$ cat src/rtl/mcu_clksw_ctrl_if.sv
// Handshake bundle between the RCC register file and the system clock-switch sequencer.
interface mcu_clksw_ctrl_if;
   logic [1:0] sw_req;
   logic       pllon_req;
   logic       pll_lock;
   logic       stopreq;
   logic       err_clr;
   logic       pll_en;
   logic       clk_gate_en;
   logic [1:0] sws;
   logic       pll_rdy;
   logic       busy;
   logic       stopack;
   logic       timeout_err;

   modport master (
      output sw_req, pllon_req, pll_lock, stopreq, err_clr,
      input  pll_en, clk_gate_en, sws, pll_rdy, busy, stopack, timeout_err
   );

   modport slave (
      input  sw_req, pllon_req, pll_lock, stopreq, err_clr,
      output pll_en, clk_gate_en, sws, pll_rdy, busy, stopack, timeout_err
   );
endinterface

$ cat src/rtl/mcu_clksw_ctrl.sv
// System clock source sequencer: PLL lock wait, gate-off/mux/gate-on switch, STOP arbitration.
// Define MCU_CLKSW_FAILSAFE_EN to fall back to HSI when PLL lock is lost while PLL is active.
module mcu_clksw_ctrl #(
   parameter int unsigned LOCK_TIMEOUT = 4095,
   parameter int unsigned GATE_CYCLES  = 4,
   parameter int unsigned SYNC_STAGES  = 2
) (
   input logic             HCLK,
   input logic             PORESETn,
   mcu_clksw_ctrl_if.slave bus
);
   localparam int unsigned CntMax = (LOCK_TIMEOUT > GATE_CYCLES) ? LOCK_TIMEOUT : GATE_CYCLES;
   localparam int unsigned CntW   = $clog2(CntMax + 1);
   localparam logic [CntW-1:0] LockLast = CntW'(LOCK_TIMEOUT);
   localparam logic [CntW-1:0] GateLast = CntW'(GATE_CYCLES - 1);
   localparam logic [1:0] SrcHsi  = 2'b00;
   localparam logic [1:0] SrcPll  = 2'b10;
   localparam logic [1:0] SrcRsvd = 2'b11;

   typedef enum logic [2:0] {
      StIdle, StWaitLock, StGateOff, StSwitch, StGateOn, StStop
   } state_e;

   state_e                 state;
   logic [CntW-1:0]        cnt;
   logic [1:0]             target;
   logic [1:0]             sws;
   logic                   gate_en;
   logic                   busy;
   logic                   stopack;
   logic                   timeout_err;
   logic [SYNC_STAGES-1:0] sync;
   logic                   pll_rdy;
   logic                   in_gate_seq;

   always_ff @(posedge HCLK or negedge PORESETn) begin
      if (!PORESETn) begin
         sync <= '0;
      end else begin
         sync <= {sync[SYNC_STAGES-2:0], bus.pll_lock};
      end
   end

   assign pll_rdy = sync[SYNC_STAGES-1];

   always_ff @(posedge HCLK or negedge PORESETn) begin
      if (!PORESETn) begin
         state       <= StIdle;
         cnt         <= '0;
         target      <= SrcHsi;
         sws         <= SrcHsi;
         gate_en     <= 1'b1;
         busy        <= 1'b0;
         stopack     <= 1'b0;
         timeout_err <= 1'b0;
      end else begin
         // Any set of timeout_err below is a later assignment, so it beats a same-cycle clear.
         if (bus.err_clr) timeout_err <= 1'b0;
         unique case (state)
            StIdle: begin
`ifdef MCU_CLKSW_FAILSAFE_EN
               if (sws == SrcPll && !pll_rdy) begin
                  target      <= SrcHsi;
                  timeout_err <= 1'b1;
                  cnt         <= '0;
                  gate_en     <= 1'b0;
                  busy        <= 1'b1;
                  state       <= StGateOff;
               end else
`endif
               if (bus.stopreq) begin
                  stopack <= 1'b1;
                  state   <= StStop;
               end else if (bus.sw_req != sws && bus.sw_req != SrcRsvd && !timeout_err) begin
                  target <= bus.sw_req;
                  cnt    <= '0;
                  busy   <= 1'b1;
                  if (bus.sw_req == SrcPll && !pll_rdy) begin
                     state <= StWaitLock;
                  end else begin
                     gate_en <= 1'b0;
                     state   <= StGateOff;
                  end
               end
            end
            StWaitLock: begin
               if (cnt == LockLast) begin
                  timeout_err <= 1'b1;
                  busy        <= 1'b0;
                  state       <= StIdle;
               end else if (pll_rdy) begin
                  cnt     <= '0;
                  gate_en <= 1'b0;
                  state   <= StGateOff;
               end else begin
                  cnt <= cnt + CntW'(1);
               end
            end
            StGateOff: begin
               if (cnt == GateLast) begin
                  cnt   <= '0;
                  state <= StSwitch;
               end else begin
                  cnt <= cnt + CntW'(1);
               end
            end
            StSwitch: begin
               sws   <= target;
               state <= StGateOn;
            end
            StGateOn: begin
               if (cnt == GateLast) begin
                  cnt     <= '0;
                  gate_en <= 1'b1;
                  busy    <= 1'b0;
                  state   <= StIdle;
               end else begin
                  cnt <= cnt + CntW'(1);
               end
            end
            StStop: begin
               if (!bus.stopreq) begin
                  stopack <= 1'b0;
                  state   <= StIdle;
               end
            end
            default: state <= StIdle;
         endcase
      end
   end

   // The PLL must stay powered across the whole sequence that moves onto it.
   assign in_gate_seq = (state == StGateOff) || (state == StSwitch) || (state == StGateOn);

   assign bus.pll_en      = bus.pllon_req || (sws == SrcPll) || (state == StWaitLock) ||
                            (target == SrcPll && in_gate_seq);
   assign bus.clk_gate_en = gate_en;
   assign bus.sws         = sws;
   assign bus.pll_rdy     = pll_rdy;
   assign bus.busy        = busy;
   assign bus.stopack     = stopack;
   assign bus.timeout_err = timeout_err;
endmodule
$ cat src/flat_wrapper.sv
// flat-port wrapper written by rule: the top's interface ports become plain ports
module mcu_clksw_ctrl_flat 
#(
   parameter int unsigned LOCK_TIMEOUT = 4095,
   parameter int unsigned GATE_CYCLES  = 4,
   parameter int unsigned SYNC_STAGES  = 2
)
  (HCLK, PORESETn, bus_sw_req, bus_pllon_req, bus_pll_lock, bus_stopreq, bus_err_clr, bus_pll_en, bus_clk_gate_en, bus_sws, bus_pll_rdy, bus_busy, bus_stopack, bus_timeout_err);
  mcu_clksw_ctrl_if bus_i ();
  input logic HCLK;
  input logic PORESETn;
  input wire logic [$bits(bus_i.sw_req)-1:0] bus_sw_req;
  input wire logic [$bits(bus_i.pllon_req)-1:0] bus_pllon_req;
  input wire logic [$bits(bus_i.pll_lock)-1:0] bus_pll_lock;
  input wire logic [$bits(bus_i.stopreq)-1:0] bus_stopreq;
  input wire logic [$bits(bus_i.err_clr)-1:0] bus_err_clr;
  output wire logic [$bits(bus_i.pll_en)-1:0] bus_pll_en;
  output wire logic [$bits(bus_i.clk_gate_en)-1:0] bus_clk_gate_en;
  output wire logic [$bits(bus_i.sws)-1:0] bus_sws;
  output wire logic [$bits(bus_i.pll_rdy)-1:0] bus_pll_rdy;
  output wire logic [$bits(bus_i.busy)-1:0] bus_busy;
  output wire logic [$bits(bus_i.stopack)-1:0] bus_stopack;
  output wire logic [$bits(bus_i.timeout_err)-1:0] bus_timeout_err;
  assign bus_i.sw_req = bus_sw_req;
  assign bus_i.pllon_req = bus_pllon_req;
  assign bus_i.pll_lock = bus_pll_lock;
  assign bus_i.stopreq = bus_stopreq;
  assign bus_i.err_clr = bus_err_clr;
  assign bus_pll_en = bus_i.pll_en;
  assign bus_clk_gate_en = bus_i.clk_gate_en;
  assign bus_sws = bus_i.sws;
  assign bus_pll_rdy = bus_i.pll_rdy;
  assign bus_busy = bus_i.busy;
  assign bus_stopack = bus_i.stopack;
  assign bus_timeout_err = bus_i.timeout_err;
  mcu_clksw_ctrl #(.LOCK_TIMEOUT(LOCK_TIMEOUT), .GATE_CYCLES(GATE_CYCLES), .SYNC_STAGES(SYNC_STAGES)) u_core (.HCLK(HCLK), .PORESETn(PORESETn), .bus(bus_i));
endmodule
$ cat config.mk
export PLATFORM = sky130hd
export DESIGN_NAME = mcu_clksw_ctrl_flat
export DESIGN_NICKNAME = d
export VERILOG_FILES = /design/src/rtl/mcu_clksw_ctrl_if.sv /design/src/rtl/mcu_clksw_ctrl.sv /design/src/flat_wrapper.sv
export SDC_FILE = /design/constraint.sdc
export NUM_CORES = 1
export LEC_CHECK = 0
export ABC_AREA = 1
export CORE_UTILIZATION = 35
export DETAILED_ROUTE_END_ITERATION = 8
export PLACE_DENSITY = 0.63
export SYNTH_ARGS = -nofsm -noshare
export SYNTH_HDL_FRONTEND = slang
export SYNTH_SLANG_ARGS = --single-unit
$ cat constraint.sdc
create_clock -name HCLK -period 1.42 [get_ports HCLK]
set_input_delay 0.213 -clock HCLK [delete_from_list [all_inputs] [get_ports HCLK]]
set_output_delay 0.213 -clock HCLK [all_outputs]
set_load 0.01 [all_outputs]
## Word-level counts from Yosys, hierarchy flattened

Index checks and enable logic that the tools add are counted.

- Reduce and logical (&&, ||, !) cells: 22
- Multiplexer cells: 33
- Order comparisons: 0
- Divide/modulo/power cells: 0
- Shifts and indexed selects: 0
- Eq/ne operators: 24
- Add/sub/neg operators: 1
- $mul: 0
- Bitwise logic cells: 1

Operator list:

| operator | number |
|---|---|
| $mux 12 | 5 |
| $pmux 12 s3 | 1 |
| $mux 3 | 7 |
| $pmux 3 s6 | 1 |
| $mux 1 | 15 |
| $add 12x1->12 const B | 1 |
| $eq 12x12->1 const B | 1 |
| $eq 12x2->1 const B | 1 |
| $ne 2x2->1 const B | 6 |
| $ne 2x1->1 const B | 5 |
| $reduce_and 5->1 | 2 |
| $reduce_and 7->1 | 1 |
| $eq 2x2->1 const B | 3 |
| $eq 3x2->1 const B | 2 |
| $eq 3x3->1 const B | 2 |
| $pmux 1 s3 | 2 |
| $reduce_and 3->1 | 2 |
| $reduce_bool 3->1 | 2 |
| $logic_or 1x1->1 | 5 |
| $logic_and 1x1->1 | 4 |
| $reduce_and 4->1 | 1 |
| $eq 3x1->1 const B | 1 |
| $logic_not 3->1 | 1 |
| $ne 3x1->1 const B | 1 |
| 8 further kinds | 9 |

- Output and inout port bits: 8
- Word-level logic and storage cells: 90
- Bits in registers: 25
- Memory bits (read-only): 0
- Memories kept: 0
- Bits in writable memories: 0
- Bits in latches: 0

## Depth between registers and ports, before layout

- Word-level depth: 6
- Gate-level depth with buffers: 11
- Depth with buffers taken out: 11

## Worst setup path after synthesis

No wires, ideal clock.

- Path type: register to register
- From: reg u_core.cnt[0]
- To: reg u_core.cnt[10]
- Required time: 1.296 ns
- Slack: -0.016 ns
- Cell stages (with the launch flop): 9
- Arrival time: 1.312 ns
- Cells stage by stage: dfrtp_1 > ha_1 > nand2_1 > nor2_2 > nand2_1 > nor2_2 > nand2_1 > o211ai_1 > nand2_1

- Word-level cells in the longest chain between the ends: 4
- Elaborated cells between the ends (all ways): 9
- Classes of those cells: add/sub: 1; eq/ne: 3; mux: 4; reduce/logical: 1

Ends and longest elaborated chain:

| element | RTL line | RTL |
|---|---|---|
| start: declaration | mcu_clksw_ctrl.sv:25 | `logic [CntW-1:0] cnt;` |
| start signal: assignment | mcu_clksw_ctrl.sv:96 | `cnt <= cnt + CntW'(1);` |
| start signal: assignment | mcu_clksw_ctrl.sv:104 | `cnt <= cnt + CntW'(1);` |
| start signal: assignment | mcu_clksw_ctrl.sv:118 | `cnt <= cnt + CntW'(1);` |
| $add 12x1->12 | mcu_clksw_ctrl.sv:96, mcu_clksw_ctrl.sv:104, mcu_clksw_ctrl.sv:118 |  |
| $mux 12 | mcu_clksw_ctrl.sv:91 | `end else if (pll_rdy) begin` |
| $mux 12 | mcu_clksw_ctrl.sv:87 | `if (cnt == LockLast) begin` |
| $pmux 12 s3 | mcu_clksw_ctrl.sv:59 | `unique case (state)` |

Parallel ways exist; a longest one is shown, timed or not. The select of a mux whose other input is x is not followed.
A chain may end at the register's enable or synchronous reset.

## Worst setup path in the final report

- From: reg u_core.state[1]
- To: out bus_pll_en

- Word-level cells in the longest chain between the ends: 5
- Elaborated cells between the ends (all ways): 9
- Classes of those cells: eq/ne: 4; reduce/logical: 5

Ends and longest elaborated chain:

| element | RTL line | RTL |
|---|---|---|
| start: declaration | mcu_clksw_ctrl.sv:24 | `state_e state;` |
| start signal: assignment | mcu_clksw_ctrl.sv:48 | `state <= StIdle;` |
| start signal: assignment | mcu_clksw_ctrl.sv:73 | `state <= StStop;` |
| start signal: assignment | mcu_clksw_ctrl.sv:79 | `state <= StWaitLock;` |
| $eq 3x2->1 | mcu_clksw_ctrl.sv:133 | `assign in_gate_seq = (state == StGateOff) \|\| (state == StSwitch) \|\| (state == StGateOn);` |
| $logic_or 1x1->1 (2 in a row) | mcu_clksw_ctrl.sv:133 |  |
| $logic_and 1x1->1 | mcu_clksw_ctrl.sv:136 | `(target == SrcPll && in_gate_seq);` |
| $logic_or 1x1->1 * | mcu_clksw_ctrl.sv:135 | `assign bus.pll_en = bus.pllon_req \|\| (sws == SrcPll) \|\| (state == StWaitLock) \|\|` |
| end: declaration | flat_wrapper.sv:17 | `output wire logic [$bits(bus_i.pll_en)-1:0] bus_pll_en;` |

Mark *: on every way between the ends. The rest lies on a longest branch, timed or not.

==> results.yml <==
floorplanning:
  ios: 16
  num_rows: 24
  start_util: 0.371
  die-area_sq_mm: 0.00499
  fp.coreArea_sq_mm: 0.00444
  fp.dieW_microns: 70.6
  die_h_microns: 70.6
placement:
  dp_hpwl_microns: 3070
  post_dp_cell_area_sq_mm: 0.00217
  io_buffers: 15
  dpl.cell_count: 343
  routabilityCongestion: 0.828
yosys:
  synth-seq-area-share: 0.380
  synth_cell_type_count: 31
  synth_nets: 246
  ys_seq_elements: 25
  synthesis.area_sq_mm: 0.00165
  synthFlopType: "dfrtp_1"
  syn_inst: 237
  synth_edf_count: 0
  synthTopCellsByCount: "79 x nand2_1, 33 x nand3_1, 25 x inv_1, 24 x dfrtp_1, 18 x nor2_1"
  ys_top_cells_by_area: "dfrtp_1 36%, nand2_1 18%, nand3_1 10%"
  synth_area_leader_cell: "dfrtp_1"
  avgSynthCellArea_sq_um: 6.96
  synthMostInstantiatedCell: "nand2_1"
  async_flop_share: 1.00
  ys_warn_count: 0
  yosys.area.top_type_share: 0.364
final_layout:
  drive_gt1_frac: 0.375
  fin_area_sq_mm: 0.00249
  fin_util: 0.561
  area_growth_pct: 51.1
  diodes: 0
  fin_cells: 356
  final_nets: 314
global_route:
  grt_pass1_wl_microns: 7350
  use_met3: 0.0285
  grt_use_met1: 0.242
  grt_use_met2: 0.316
  antenna_found_initial: 0
  grt_pass1_vias: 1657
  track_usage: 0.186
  grt_max_degree: 26
  top_usage_layer: "met2"
  global_route.overflow_total: 0
pwr:
  sw_frac_of_total: 0.460
  combPwrFrac: 0.640
  pwr-share-seq: 0.255
  ir_drop_mv: 0.972
  intPower_mw: 2.28
  power_density_mw_per_mm2: 1700
  power.leakage_nw: 1.28
  power.switching_mw: 1.95
  clkPwrFrac: 0.105
routing:
  dr.pass1.iters: 4
  vias: 1755
  antenna_left: 0
  wl_microns: 4460
  drc: 0
  avgRoutedWirePerCell_microns: 12.5
  vias_per_cell: 4.93
  drtIter0Drc: 79
clock_network:
  clkTransAtPathRegs_ps: 90
  clk_latency_ps: 280
  numClockSinks: 25
  cts_tree: "built"
  clockRootBuffer: "clkbuf_8"
  numCtsBuffers: 3
  htree_levels: 1
  clockBufferDepth: 2
run:
  maxCapViolations: 0
sta:
  min_period_ps: 1660
  tightest_slew_ps: 388
  timing.setup.tns_ps: -2570
  max_freq_mhz: 602
  fin_crit_sh: 1.17
  finClkSkew_ps: 1.38
  layout_setup_ws_ps: -240
  hold_viol: 0
  max-slew-margin-rel: 0.740
  setup_viol: 19
  rsz0062_at_grt: "true"
  final_max_slew_viol_count: 0
run_status:
  violations: "setup timing"
  outcome: "complete, but fails checks"
setup_path:
  rr_worst_depth: 9
  critPathArrivalTime_ps: 1450
  required_ps: 1210
  r2r_end: "u_core.cnt[0]"
  r2r_start: "u_core.state[2]"
  r2r_slack_ps: -190
  crit_type: "reg2out"
  end_kind: "output port"
  cp_max_fo: 3
  start_kind: "flip-flop"
min_path:
  hp-class: "in2async"
==> layout make-up <==
cell class | count | area (sq um)
fillers | 416 | 1950
clock buffers | 4 | 45.0
repair buffers | 63 | 519
inverters | 30 | 113
well taps | 52 | 65.1
multi-input cells | 182 | 1120
flip-flops and latches | 25 | 628
==> state kept, by name, indices dropped and copies added (netlist names) <==
name / count
u_core.cnt: 12
u_core.bus.clk_gate_en: 1
u_core.bus.timeout_err: 1
u_core.target: 2
u_core.sync: 2
u_core.state: 3
u_core.bus.stopack: 1
u_core.bus.sws: 2
u_core.bus.busy: 1
==> per-stage QoR <==
step	total power, mW	setup WS [ps]	hold WS, ps
after detailed placement	3.21	-390	339
after floorplan	2.35	13.5	-82.6
after global placement	3.19	-353	335
after CTS	3.97	-223	305
after global routing	4.56	-324	350
final	4.23	-240	295
==> power by group through the flow <==
stage | logic (mW) | clock network [mW] | registers (mW)
final | 2.71 | 0.445 | 1.08
after global routing | 2.97 | 0.488 | 1.10
after CTS | 2.46 | 0.461 | 1.05
after detailed placement | 2.15 | 0 | 1.06
after global placement | 2.13 | 0 | 1.06
after floorplan | 1.27 | 0 | 1.08
==> worst max-delay path by stage <==
stage | from | to | slack [ps] | cells past startpoint
global route | u_core.state[1] | bus_pll_en | -320 | 8
detailed placement | bus_sw_req[1] | u_core.cnt[4] | -390 | 10
floorplan | u_core.cnt[1] | u_core.cnt[10] | 10 | 8
CTS | u_core.state[1] | bus_pll_en | -220 | 8
global placement | bus_sw_req[1] | u_core.cnt[4] | -350 | 10
finish | u_core.state[1] | bus_pll_en | -240 | 8
==> critical path, stage by stage, from the launching register on <==
cell	delay, ps
dfrtp_1	430
inv_2	60
nand2_2	80
nor2_4	50
nor2_4	110
inv_2	50
o211ai_1	150
nand3_1	90
buf_2	150
==> repair_timing <==
item	in CTS	in global routing
cloned	1	0
gates resized for setup	25	39
pin swaps	5	8
setup buffers	5	3
endpoints found under the setup margin	22	23
hold buffers	0	0
==> per-layer routing <==
layer,up-vias,wire [microns]
met5,-,0
met4,0,85
met3,9,204
met2,42,2100
met1,796,2070
li1,908,-
==> cells by family (layout without fill, tap and decap cells) <==
| kind of cell | Yosys count | in the layout | synth area share |
|---|---|---|---|
| simple gates | 149 | 150 | 0.421 |
| buf+inv | 31 | 97 | 0.0751 |
| compound gates | 30 | 30 | 0.111 |
| flops | 25 | 25 | 0.380 |
| fa+ha+maj | 1 | 1 | 0.00759 |
| xor+xnor | 1 | 1 | 0.00531 |
==> cells in the final DEF (no fill, tap or decap), types with 4 or more instances in the layout <==
cell | Yosys | layout
nand3_1 | 33 | 25
nor2_4 | 0 | 7
o21ai_0 | 16 | 14
buf_4 | 0 | 45
nand2_4 | 1 | 4
nor2_1 | 18 | 11
inv_2 | 4 | 5
inv_1 | 25 | 24
o21ai_1 | 2 | 4
dfrtp_1 | 24 | 23
nand2_1 | 79 | 59
clkdlybuf4s50_1 | 0 | 10
nand3_2 | 1 | 6
nand3_4 | 1 | 5
nor2_2 | 6 | 6
nand2_2 | 3 | 20
No activity file was read; power rests on OpenSTA's default activity.
